==> src/rtl/one_by_root2_seq_scaler.sv <==
// Sequenced 1/sqrt(2) scaler: one shared adder accumulates the five shift-add
// terms (x>>1)+(x>>3)+(x>>4)+(x>>6)+(x>>8), one term per clock.
module one_by_root2_seq_scaler #(
    parameter int WIDTH = 16
) (
    input  logic             clk,
    input  logic             rst,
    input  logic             in_valid,
    output logic             in_ready,
    input  logic [WIDTH-1:0] in_data,
    output logic             out_valid,
    input  logic             out_ready,
    output logic [WIDTH-1:0] out_data,
    output logic             busy
);

    typedef enum logic [1:0] {
        IDLE  = 2'd0,
        ACCUM = 2'd1,
        DONE  = 2'd2
    } state_t;

    state_t           state;
    logic [WIDTH-1:0] op;
    logic [WIDTH-1:0] acc;
    logic [2:0]       idx;
    logic [WIDTH-1:0] term;
    logic [WIDTH-1:0] sum;

    // Each term is truncated before summing, matching the combinational
    // constant multiplier bit for bit.
    always_comb begin
        term = '0;
        case (idx)
            3'd0:    term = op >> 1;
            3'd1:    term = op >> 3;
            3'd2:    term = op >> 4;
            3'd3:    term = op >> 6;
            default: term = op >> 8;
        endcase
        sum = acc + term;
    end

    always_ff @(posedge clk or posedge rst) begin
        if (rst) begin
            state     <= IDLE;
            op        <= '0;
            acc       <= '0;
            idx       <= '0;
            out_data  <= '0;
            in_ready  <= 1'b1;
            out_valid <= 1'b0;
            busy      <= 1'b0;
        end else begin
            case (state)
                IDLE: begin
                    if (in_valid) begin
                        op       <= in_data;
                        acc      <= '0;
                        idx      <= '0;
                        state    <= ACCUM;
                        in_ready <= 1'b0;
                        busy     <= 1'b1;
                    end
                end
                ACCUM: begin
                    acc <= sum;
                    idx <= idx + 3'd1;
                    if (idx == 3'd4) begin
                        state     <= DONE;
                        out_data  <= sum;
                        out_valid <= 1'b1;
                    end
                end
                DONE: begin
                    // No bypass: a waiting operand is taken on the next edge from IDLE.
                    if (out_ready) begin
                        state     <= IDLE;
                        out_valid <= 1'b0;
                        in_ready  <= 1'b1;
                        busy      <= 1'b0;
                    end
                end
                default: begin
                    state     <= IDLE;
                    out_valid <= 1'b0;
                    in_ready  <= 1'b1;
                    busy      <= 1'b0;
                end
            endcase
        end
    end

endmodule

==> config.mk <==
export PLATFORM = sky130hd
export DESIGN_NAME = one_by_root2_seq_scaler
export DESIGN_NICKNAME = d
export VERILOG_FILES = /design/src/rtl/one_by_root2_seq_scaler.sv
export SDC_FILE = /design/constraint.sdc
export NUM_CORES = 1
export LEC_CHECK = 0
export CORE_AREA = 2 2 81 83
export DETAILED_ROUTE_END_ITERATION = 10
export DIE_AREA = 0 0 83 85
export PLACE_DENSITY = 0.77
export RECOVER_POWER = 100
export SETUP_SLACK_MARGIN = 0.15
export SYNTH_ARGS = -nofsm -noshare
export SYNTH_HDL_FRONTEND = slang
export SYNTH_SLANG_ARGS = --single-unit
==> constraint.sdc <==
create_clock -name clk -period 5.15 [get_ports clk]
set_input_delay 1.03 -clock clk [delete_from_list [all_inputs] [get_ports clk]]
set_output_delay 1.03 -clock clk [all_outputs]
set_load 0.01 [all_outputs]
After elaboration in Yosys (flattened, before gate mapping) --
Index checks and enable logic that the tools add are counted.
Operators by class: add/sub/neg operators 2, multiply operators 0, divide/modulo/power cells 0, order comparisons 0, equal/unequal tests 9, shifts and indexed selects 0, mux-type cells 17, bitwise operators 2, reductions and logical operators 9
Operators with widths (count):
- one-hot mux 15 bit (4 select lines) | 1
- one-hot mux 16 bit (2 select lines) | 1
- adder 16 x 15 -> 16 bit | 1
- two-way mux 16 bit | 1
- one-hot mux 1 bit (3 select lines) | 3
- AND reduction 3 bit | 3
- equality test 3 x 2 -> 1 bit, second input constant | 2
- two-way mux 2 bit | 3
- inequality test 2 bit, second input constant | 3
- one-hot mux 2 bit (3 select lines) | 1
- one-hot mux 3 bit (2 select lines) | 1
- AND reduction 2 bit | 3
- two-way mux 1 bit | 5
- adder 3 x 1 -> 3 bit, second input constant | 1
- equality test 3 x 1 -> 1 bit, second input constant | 1
- equality test 3 bit, second input constant | 1
- logical NOT 3 bit | 1
- two-way mux 3 bit | 1
- equality test 2 x 1 -> 1 bit, second input constant | 1
- equality test 2 bit, second input constant | 1
- logical NOT 2 bit | 1
- NOT 1 bit | 2
- nonzero test 2 bit | 1
Word-level totals: bits in registers 56, latch bits 0, bits in writable memories 0, bits in read-only memories 0, input bits 20, output and inout port bits 19, logic and storage cells 47, memories 0

Depth between registers and ports, before layout --
Gate-level depths: netlist of the first run.
depth after elaboration 4, mapped depth 16, gate-level depth less buffers 14

Least setup slack after synthesis of the first run --
Ideal clock, no wire load.
path type register to register, start reg idx[0], end reg acc[10], library setup time 0.125 ns, arrival time 3.410 ns, required time 5.025 ns, path slack 1.615 ns, stages on the path, launching flop included 15, path buffers 1, period minus slack after synthesis 3.535 ns, cells stage by stage dfrtp_1 -> inv_1 -> ha_1 -> nor2b_1 -> clkbuf_1 -> nor4_4 -> mux2_2 -> ha_1 -> fa_1 -> a21o_2 -> a31oi_2 -> o31ai_1 -> o31a_1 -> xnor2_1 -> o22ai_1
Between the ends: cells in the longest elaborated chain, start to end 4, elaborated cells on any way between the ends 7, classes of those cells add/sub (1); eq/ne (3); mux (2); reduce/logical (1)
RTL lines:
- from (decl) | RTL line 26 | logic [2:0] idx;
- from (signal assigned) | RTL line 68 | idx <= idx + 3'd1;
- equality test 3 x 2 -> 1 bit (tied with other cells) | RTL line 34 | case (idx)
- one-hot mux 15 bit (4 select lines) (*) | RTL line 34
- adder 16 x 15 -> 16 bit (*) | RTL line 41 | sum = acc + term;
- one-hot mux 16 bit (2 select lines) (*) | RTL line 55 | case (state)
- to (signal assigned) | RTL line 67 | acc <= sum;
- to (decl) | RTL line 25 | logic [WIDTH-1:0] acc;
Every way passes the cells marked *; elsewhere a longest branch is shown, timed or not. A chain may end at the register's enable or synchronous reset.

Final worst setup path of the first run --
Same ends and word-level chain as after synthesis.

==> results of run 1 <==
-- Yosys cell counts, types with 5 or more instances --
cell | instances | area (um^2)
sky130_fd_sc_hd__o21ai_0 | 26 | 130
sky130_fd_sc_hd__nand3_1 | 8 | 40.0
sky130_fd_sc_hd__xnor2_1 | 8 | 70.1
sky130_fd_sc_hd__dfrtp_1 | 54 | 1350
sky130_fd_sc_hd__a22oi_1 | 23 | 173
sky130_fd_sc_hd__nor2b_1 | 5 | 31.3
sky130_fd_sc_hd__o21ai_1 | 5 | 25.0
sky130_fd_sc_hd__a21oi_1 | 18 | 90.1
sky130_fd_sc_hd__nand2_1 | 60 | 225
sky130_fd_sc_hd__inv_1 | 11 | 41.3
sky130_fd_sc_hd__mux2_2 | 25 | 282
sky130_fd_sc_hd__clkbuf_1 | 10 | 37.5
sky130_fd_sc_hd__ha_1 | 21 | 263
sky130_fd_sc_hd__nor2_1 | 9 | 33.8
sky130_fd_sc_hd__o22ai_1 | 9 | 56.3
-- layer usage --
| metal | GRT usage, % | up-vias | wire (um) |
|---|---|---|---|
| li1 | - | 1283 | - |
| met1 | 24.9 | 1218 | 2950 |
| met2 | 35.1 | 52 | 3240 |
| met3 | 3.50 | 13 | 220 |
| met4 | 8.05 | 0 | 160 |
| met5 | 0 | - | 0 |
-- flip-flops by register name (all words and copies together) (netlist names) --
signal     count
acc           16
out_data      16
op            15
idx            3
state          2
busy           1
in_ready       1
out_valid      1
-- final timing paths --
| path | from | endpoint | slack (ns) | cells after the start |
|---|---|---|---|---|
| max in group asynchronous | rst | op[14] | 2.16 | 2 |
| min in group asynchronous | rst | idx[0] | 1.82 | 2 |
| worst min-delay path | out_data[11] | out_data[11] | 0.48 | 2 |
| worst max register to register | idx[0] | acc[10] | 0.89 | 14 |
| worst min register to register | out_data[11] | out_data[11] | 0.48 | 2 |
| worst max-delay path | idx[0] | acc[10] | 0.89 | 14 |
-- cell type report --
class / count / area, um^2
Sequential cell: 55 / 1380
Multi-Input combinational cell: 256 / 1750
Inverter: 11 / 41.3
Clock inverter: 3 / 25.0
Timing Repair Buffer: 39 / 382
Fill cell: 536 / 2460
Clock buffer: 5 / 68.8
Tap cell: 77 / 96.3
-- worst register-to-register path, stage by stage, from the launching register on --
cell                       delay, ns
sky130_fd_sc_hd__dfrtp_1        0.43
sky130_fd_sc_hd__inv_1          0.08
sky130_fd_sc_hd__ha_1           0.23
sky130_fd_sc_hd__nor2b_1        0.13
sky130_fd_sc_hd__clkbuf_1       0.33
sky130_fd_sc_hd__nor4_4         0.62
sky130_fd_sc_hd__mux2_2         0.41
sky130_fd_sc_hd__ha_1           0.21
sky130_fd_sc_hd__fa_1           0.41
sky130_fd_sc_hd__a21o_2         0.23
sky130_fd_sc_hd__a31oi_1        0.27
sky130_fd_sc_hd__o31ai_1        0.17
sky130_fd_sc_hd__o31a_1         0.27
sky130_fd_sc_hd__xnor2_1        0.18
sky130_fd_sc_hd__o22ai_1        0.10
-- per-stage QoR --
stage                     setup WS, ns  instances
after detailed placement          1.23        438
after floorplan                   1.62        338
after CTS                         1.21        446
after global routing             0.567        446
final                            0.895        446
after global placement            1.31        438
-- kinds of logic (layout without fill, tap and decap cells) --
| family | Yosys count | in the layout | synth area share, % |
|---|---|---|---|
| compound gates | 104 | 104 | 20.6 |
| xor+xnor | 12 | 12 | 3.20 |
| fa+ha+maj | 22 | 22 | 8.61 |
| buf+inv | 27 | 58 | 4.34 |
| flops | 55 | 55 | 42.0 |
| mux | 25 | 25 | 8.57 |
| simple gates | 93 | 93 | 12.7 |
==> results by group, run 1 <==
Setup path
  • Cell at the slowest stage of the critical path: sky130_fd_sc_hd__nor4_4
  • Delay-heaviest family, CP: compound AO/OA/AOI/OAI gates
  • Highest fanout seen on the critical path: 16
  • CP Capture Type: flop
  • Largest stage delay on the critical path: approximately 0.62 ns
  • Worst endpoint data arrival time: roughly 4.4 ns
  • Startpoint-to-endpoint class of the critical path: flop to flop
  • WP buf/inv: 2
  • CP most frequent cell: sky130_fd_sc_hd__ha_1
  • Worst Path Required: about 5.3 ns
  • Element type at the critical path start: flop
  • Cell-by-cell trace of the critical path: inv_1, ha_1, nor2b_1, clkbuf_1, nor4_4, mux2_2, ha_1, fa_1, a21o_2, a31oi_1, o31ai_1, o31a_1, xnor2_1, o22ai_1

Global route
  • Antenna violations before repair: 0
  • GR Overflow Total: 0
  • Pin count of the biggest net entering global routing: 56
  • Wire length of the first global-routing pass: 11600 um
  • Global Route Usage Sum: 20.1%
  • Via count of the first global-routing pass: around 2600

STA
  • Slew Limit Headroom: -42.2%
  • Highest Clock Rate: around 0.23 GHz
  • Post-route minimum period: between 4 and 5 ns
  • Share of the cycle needed by the critical path after routing: approximately 83%
  • Tightest Pin Transition: 2.13 ns
  • Count of final setup violators: 0
  • Hold violation count in the final report: 0
  • Worst hold slack after final layout: around 0.48 ns
  • Number of max-slew violations in the final report: just over 80
  • Final setup TNS: 0 ns
  • RSZ-0062 raised after global routing: false
  • Skew final: about 0.0099 ns

CTS
  • CTS clock-pin slew for the worst setup and hold paths: 0.11 ns
  • Post-CTS setup repair buffer count: 0
  • Clock Sinks: 55
  • Root buffer selected by CTS: sky130_fd_sc_hd__clkbuf_8
  • Cts bufs inserted: 5
  • Number of buffers inserted for hold repair after clock tree synthesis: 0
  • H-tree depth: 2
  • Clock insertion delay at the later pin of the skew report: between 0.3 and 0.4 ns
  • Buffer levels on the longest clock path: 2
  • Gates resized, CTS repair: 0
  • Clock tree from TritonCTS: done

Detailed routing
  • Total iterations of the first detailed-routing run: 5
  • Routed Antenna Nets: 0
  • Routed length per instance: 14.7 um
  • Total via count in the routed design: 2566
  • Post-detailed-route DRC marker count: 0
  • Via-per-instance ratio: 5.75
  • Routed WL: ~6600 um
  • First DRT Iteration DRCs: 122

Synth
  • Top flip-flop cell by instance count after synthesis: sky130_fd_sc_hd__dfrtp_1
  • Yosys warning total: 0
  • Count of cell types in the netlist: 44
  • Synth async-reset ratio: 100%
  • Number of flops mapped to enable cells by yosys: 0
  • Cell count after synthesis: between 300 and 400
  • Total nets after synthesis: 380
  • Cell Area, Synth: approximately 3300 um^2
  • Seq cells post-synth: 55
  • Synth Area per Inst: 9.71 um^2
  • Seq/Total Area, Yosys: between 40% and 50%

Finish
  • Post-layout util: 60.3%
  • NumNets Final: 410
  • Layout area overhead: 14.0%
  • Most common cell after layout, fill and taps aside: sky130_fd_sc_hd__nand2_1
  • Ant. Diodes: 0
  • Final cell area excluding filler cells: around 3700 um^2
  • Commonest cells after routing, fill and taps aside: 60 x sky130_fd_sc_hd__nand2_1, 54 x sky130_fd_sc_hd__dfrtp_1, 31 x sky130_fd_sc_hd__o21ai_0
  • Share of post-route cells with drive strength above 1: around 10%

Run status
  • Failing checks: capacitance limit, slew limit
  • Run status: finished, violations left

Floorplan
  • Die area: between 7000 and 8000 um^2
  • Area of the core: 6200 um^2
  • Die Span X: ~83 um
  • I/O pin cnt: 39
  • Height of the chip: approximately 85 um
  • Effective utilization at floorplan: between 50% and 60%
  • # rows: 29

Placement
  • Half-perimeter wire length of the detailed placement result: 4730 um
  • Total cell area at the placement stage: 3670 um^2
  • Count of buffers from port buffering: 37
  • Routability Congestion: between 0.8 and 0.9

Job
  • Max cap viols: 2

Worst hold path
  • Worst hold-check path type: flop to flop
Power of run 1 is left out: the tool's default activity adds up to more than one toggle a clock period on the data nets, which glitch-free logic cannot reach.
==> inputs of run 2 (changes only) <==
--- a/config.mk
+++ b/config.mk
@@ -5,10 +5,10 @@
 export SDC_FILE = /design/constraint.sdc
 export NUM_CORES = 1
 export LEC_CHECK = 0
-export CORE_AREA = 2 2 81 83
+export CORE_AREA = 2 2 84 86
 export DETAILED_ROUTE_END_ITERATION = 10
-export DIE_AREA = 0 0 83 85
-export PLACE_DENSITY = 0.77
+export DIE_AREA = 0 0 86 88
+export PLACE_DENSITY = 0.75
 export RECOVER_POWER = 100
 export SETUP_SLACK_MARGIN = 0.15
 export SYNTH_ARGS = -nofsm -noshare
==> constraint.sdc (replaced) <==
create_clock -name clk -period 3.9 [get_ports clk]
set_input_delay 0.78 -clock clk [delete_from_list [all_inputs] [get_ports clk]]
set_output_delay 0.78 -clock clk [all_outputs]
set_load 0.01 [all_outputs]
==> run 2 against run 1 <==
Register-to-register slack worse by 0.54 ns. Sequential share of layout area is 0.56 points lower. Worst hold slack worse by 0.0034 ns. Critical endpoint unchanged. Final cell count is 2.2% higher. First-iteration DRC count is 92% higher. Maximum frequency is 20% higher. The flow still finishes with violations (capacitance limit, slew limit). Clock skew is 0.0039 ns lower.
==> results by group, run 2 (same netlist as run 1, synthesis figures left out) <==
Detailed routing
  • Wire length on met3: around 330 um
  • Post-detailed-route DRC marker count: 0
  • Wire length on met2: about 3300 um
  • Routed length per instance: 14.8 um
  • Via-per-instance ratio: around 5.7
  • Routed Antenna Nets: 0
  • Met1 layer wirelength in the final routing: between 3000 and 4000 um
  • Total via count in the routed design: about 2600
  • Topmost layer with routed signal wires: met4
  • Routed WL: roughly 6800 um
  • First DRT Iteration DRCs: 234
  • Total iterations of the first detailed-routing run: 5

Global route
  • Via count of the first global-routing pass: approximately 2600
  • GR Overflow Total: 0
  • Pin count of the biggest net entering global routing: 56
  • Global Route Usage Sum: roughly a fifth
  • Antenna violations before repair: 0
  • Wire length of the first global-routing pass: 11900 um

Setup path
  • Highest fanout seen on the critical path: 15
  • Startpoint-to-endpoint class of the critical path: flop to flop
  • Worst reg2reg setup slack: around 0.35 ns
  • Worst endpoint data arrival time: about 3.7 ns
  • Element type at the critical path start: flop
  • Worst Path Required: about 4 ns
  • CP Capture Type: flop

STA
  • Count of final setup violators: 0
  • Highest Clock Rate: 0.282 GHz
  • Hold violation count in the final report: 0
  • Final setup TNS: 0 ns
  • RSZ-0062 raised after global routing: true
  • Skew final: around 0.006 ns
  • Number of max-slew violations in the final report: 56
  • Share of the cycle needed by the critical path after routing: between 90 and 100%
  • Worst hold slack after final layout: ~0.48 ns
  • Tightest Pin Transition: between 2 and 2.5 ns
  • Post-route minimum period: between 3 and 4 ns
  • Slew Limit Headroom: -36.7%

Finish
  • Share of post-route cells with drive strength above 1: about 12%
  • Commonest cells after routing, fill and taps aside: 60 x sky130_fd_sc_hd__nand2_1, 54 x sky130_fd_sc_hd__dfrtp_1, 28 x sky130_fd_sc_hd__o21ai_0
  • NumNets Final: around 420
  • Most common cell after layout, fill and taps aside: sky130_fd_sc_hd__nand2_1
  • Regs by FF count: acc: 16 flops, out_data: 16 flops, op: 15 flops
  • Post-layout util: 57.2%
  • Layout area overhead: 15.7%
  • Final cell area excluding filler cells: 3800 um^2
  • Ant. Diodes: 0

Floorplan
  • Die area: approximately 7600 um^2
  • Area of the core: 6640 um^2
  • Height of the chip: between 80 and 90 um
  • # rows: 30
  • Die Span X: approximately 86 um
  • Effective utilization at floorplan: roughly 49%
  • I/O pin cnt: 39

CTS
  • Cts bufs inserted: 5
  • Buffer levels on the longest clock path: 2
  • Clock tree from TritonCTS: done
  • Clock Sinks: 55
  • CTS clock-pin slew for the worst setup and hold paths: 0.10 ns
  • H-tree depth: 2
  • Post-CTS setup repair buffer count: 0
  • Root buffer selected by CTS: sky130_fd_sc_hd__clkbuf_8
  • Clock insertion delay at the later pin of the skew report: approximately 0.32 ns

Job
  • Max cap viols: 1

Placement
  • Total cell area at the placement stage: roughly 3700 um^2
  • Count of buffers from port buffering: 37
  • Half-perimeter wire length of the detailed placement result: approximately 5000 um
  • Routability Congestion: 0.890

Run status
  • Run status: finished, violations left
  • Failing checks: capacitance limit, slew limit

Worst hold path
  • Worst hold-check path type: flop to flop
[run 2: cell types whose count changed in the layout (fill, tap and decap cells not counted), sizes merged]
cell,change
buf,+4
clkbuf,+3
clkinv,-2
clkinvlp,+1
inv,+1
[run 2: worst paths after layout]
kind,end,startpoint,cells past startpoint
setup / recovery,acc[10],idx[0],15
hold / removal,out_data[12],out_data[12],2
setup reg to reg,acc[10],idx[0],15
hold reg to reg,out_data[12],out_data[12],2
max in group asynchronous,acc[10],rst,2
min in group asynchronous,op[3],rst,2
[run 2: critical path: stages, from the launching register on]
cell,delay [ns]
sky130_fd_sc_hd__dfrtp_1,0.42
sky130_fd_sc_hd__inv_1,0.08
sky130_fd_sc_hd__ha_1,0.23
sky130_fd_sc_hd__nor2b_1,0.18
sky130_fd_sc_hd__buf_4,0.20
sky130_fd_sc_hd__a22oi_1,0.16
sky130_fd_sc_hd__nand2_1,0.08
sky130_fd_sc_hd__mux2_2,0.27
sky130_fd_sc_hd__ha_1,0.21
sky130_fd_sc_hd__fa_1,0.41
sky130_fd_sc_hd__a21o_2,0.23
sky130_fd_sc_hd__a31oi_2,0.21
sky130_fd_sc_hd__o31ai_1,0.14
sky130_fd_sc_hd__o31a_1,0.30
sky130_fd_sc_hd__xnor2_2,0.17
sky130_fd_sc_hd__o22ai_1,0.10
[run 2: timing repair]
action	4_1_cts	5_1_grt
endpoints found under the hold margin	0	0
setup endpoints to repair	0	6
hold buffers	0	0
resized for setup	0	3
[run 2: routing by layer]
metal | vias to the layer above | GRT usage (%)
li1 | 1290 | -
met1 | 1244 | 25.7
met2 | 67 | 34.7
met3 | 8 | 3.86
met4 | 0 | 5.34
met5 | - | 0
[run 2: final cells by class]
| type | instances | area [um^2] |
|---|---|---|
| clock buffer | 5 | 68.8 |
| clock inverter | 3 | 23.8 |
| fill | 592 | 2840 |
| inverter | 11 | 41.3 |
| multi-input combinational | 256 | 1760 |
| sequential | 55 | 1380 |
| tap | 80 | 100 |
| timing repair buffer | 46 | 427 |
[run 2: metrics by stage]
step / instances / setup slack (ns)
after floorplan: 338 / 0.365
after global placement: 448 / 0.449
after detailed placement: 448 / 0.366
after CTS: 456 / 0.333
after global routing: 456 / 0.0859
final: 456 / 0.350
Power of run 2 is left out for the same reason.
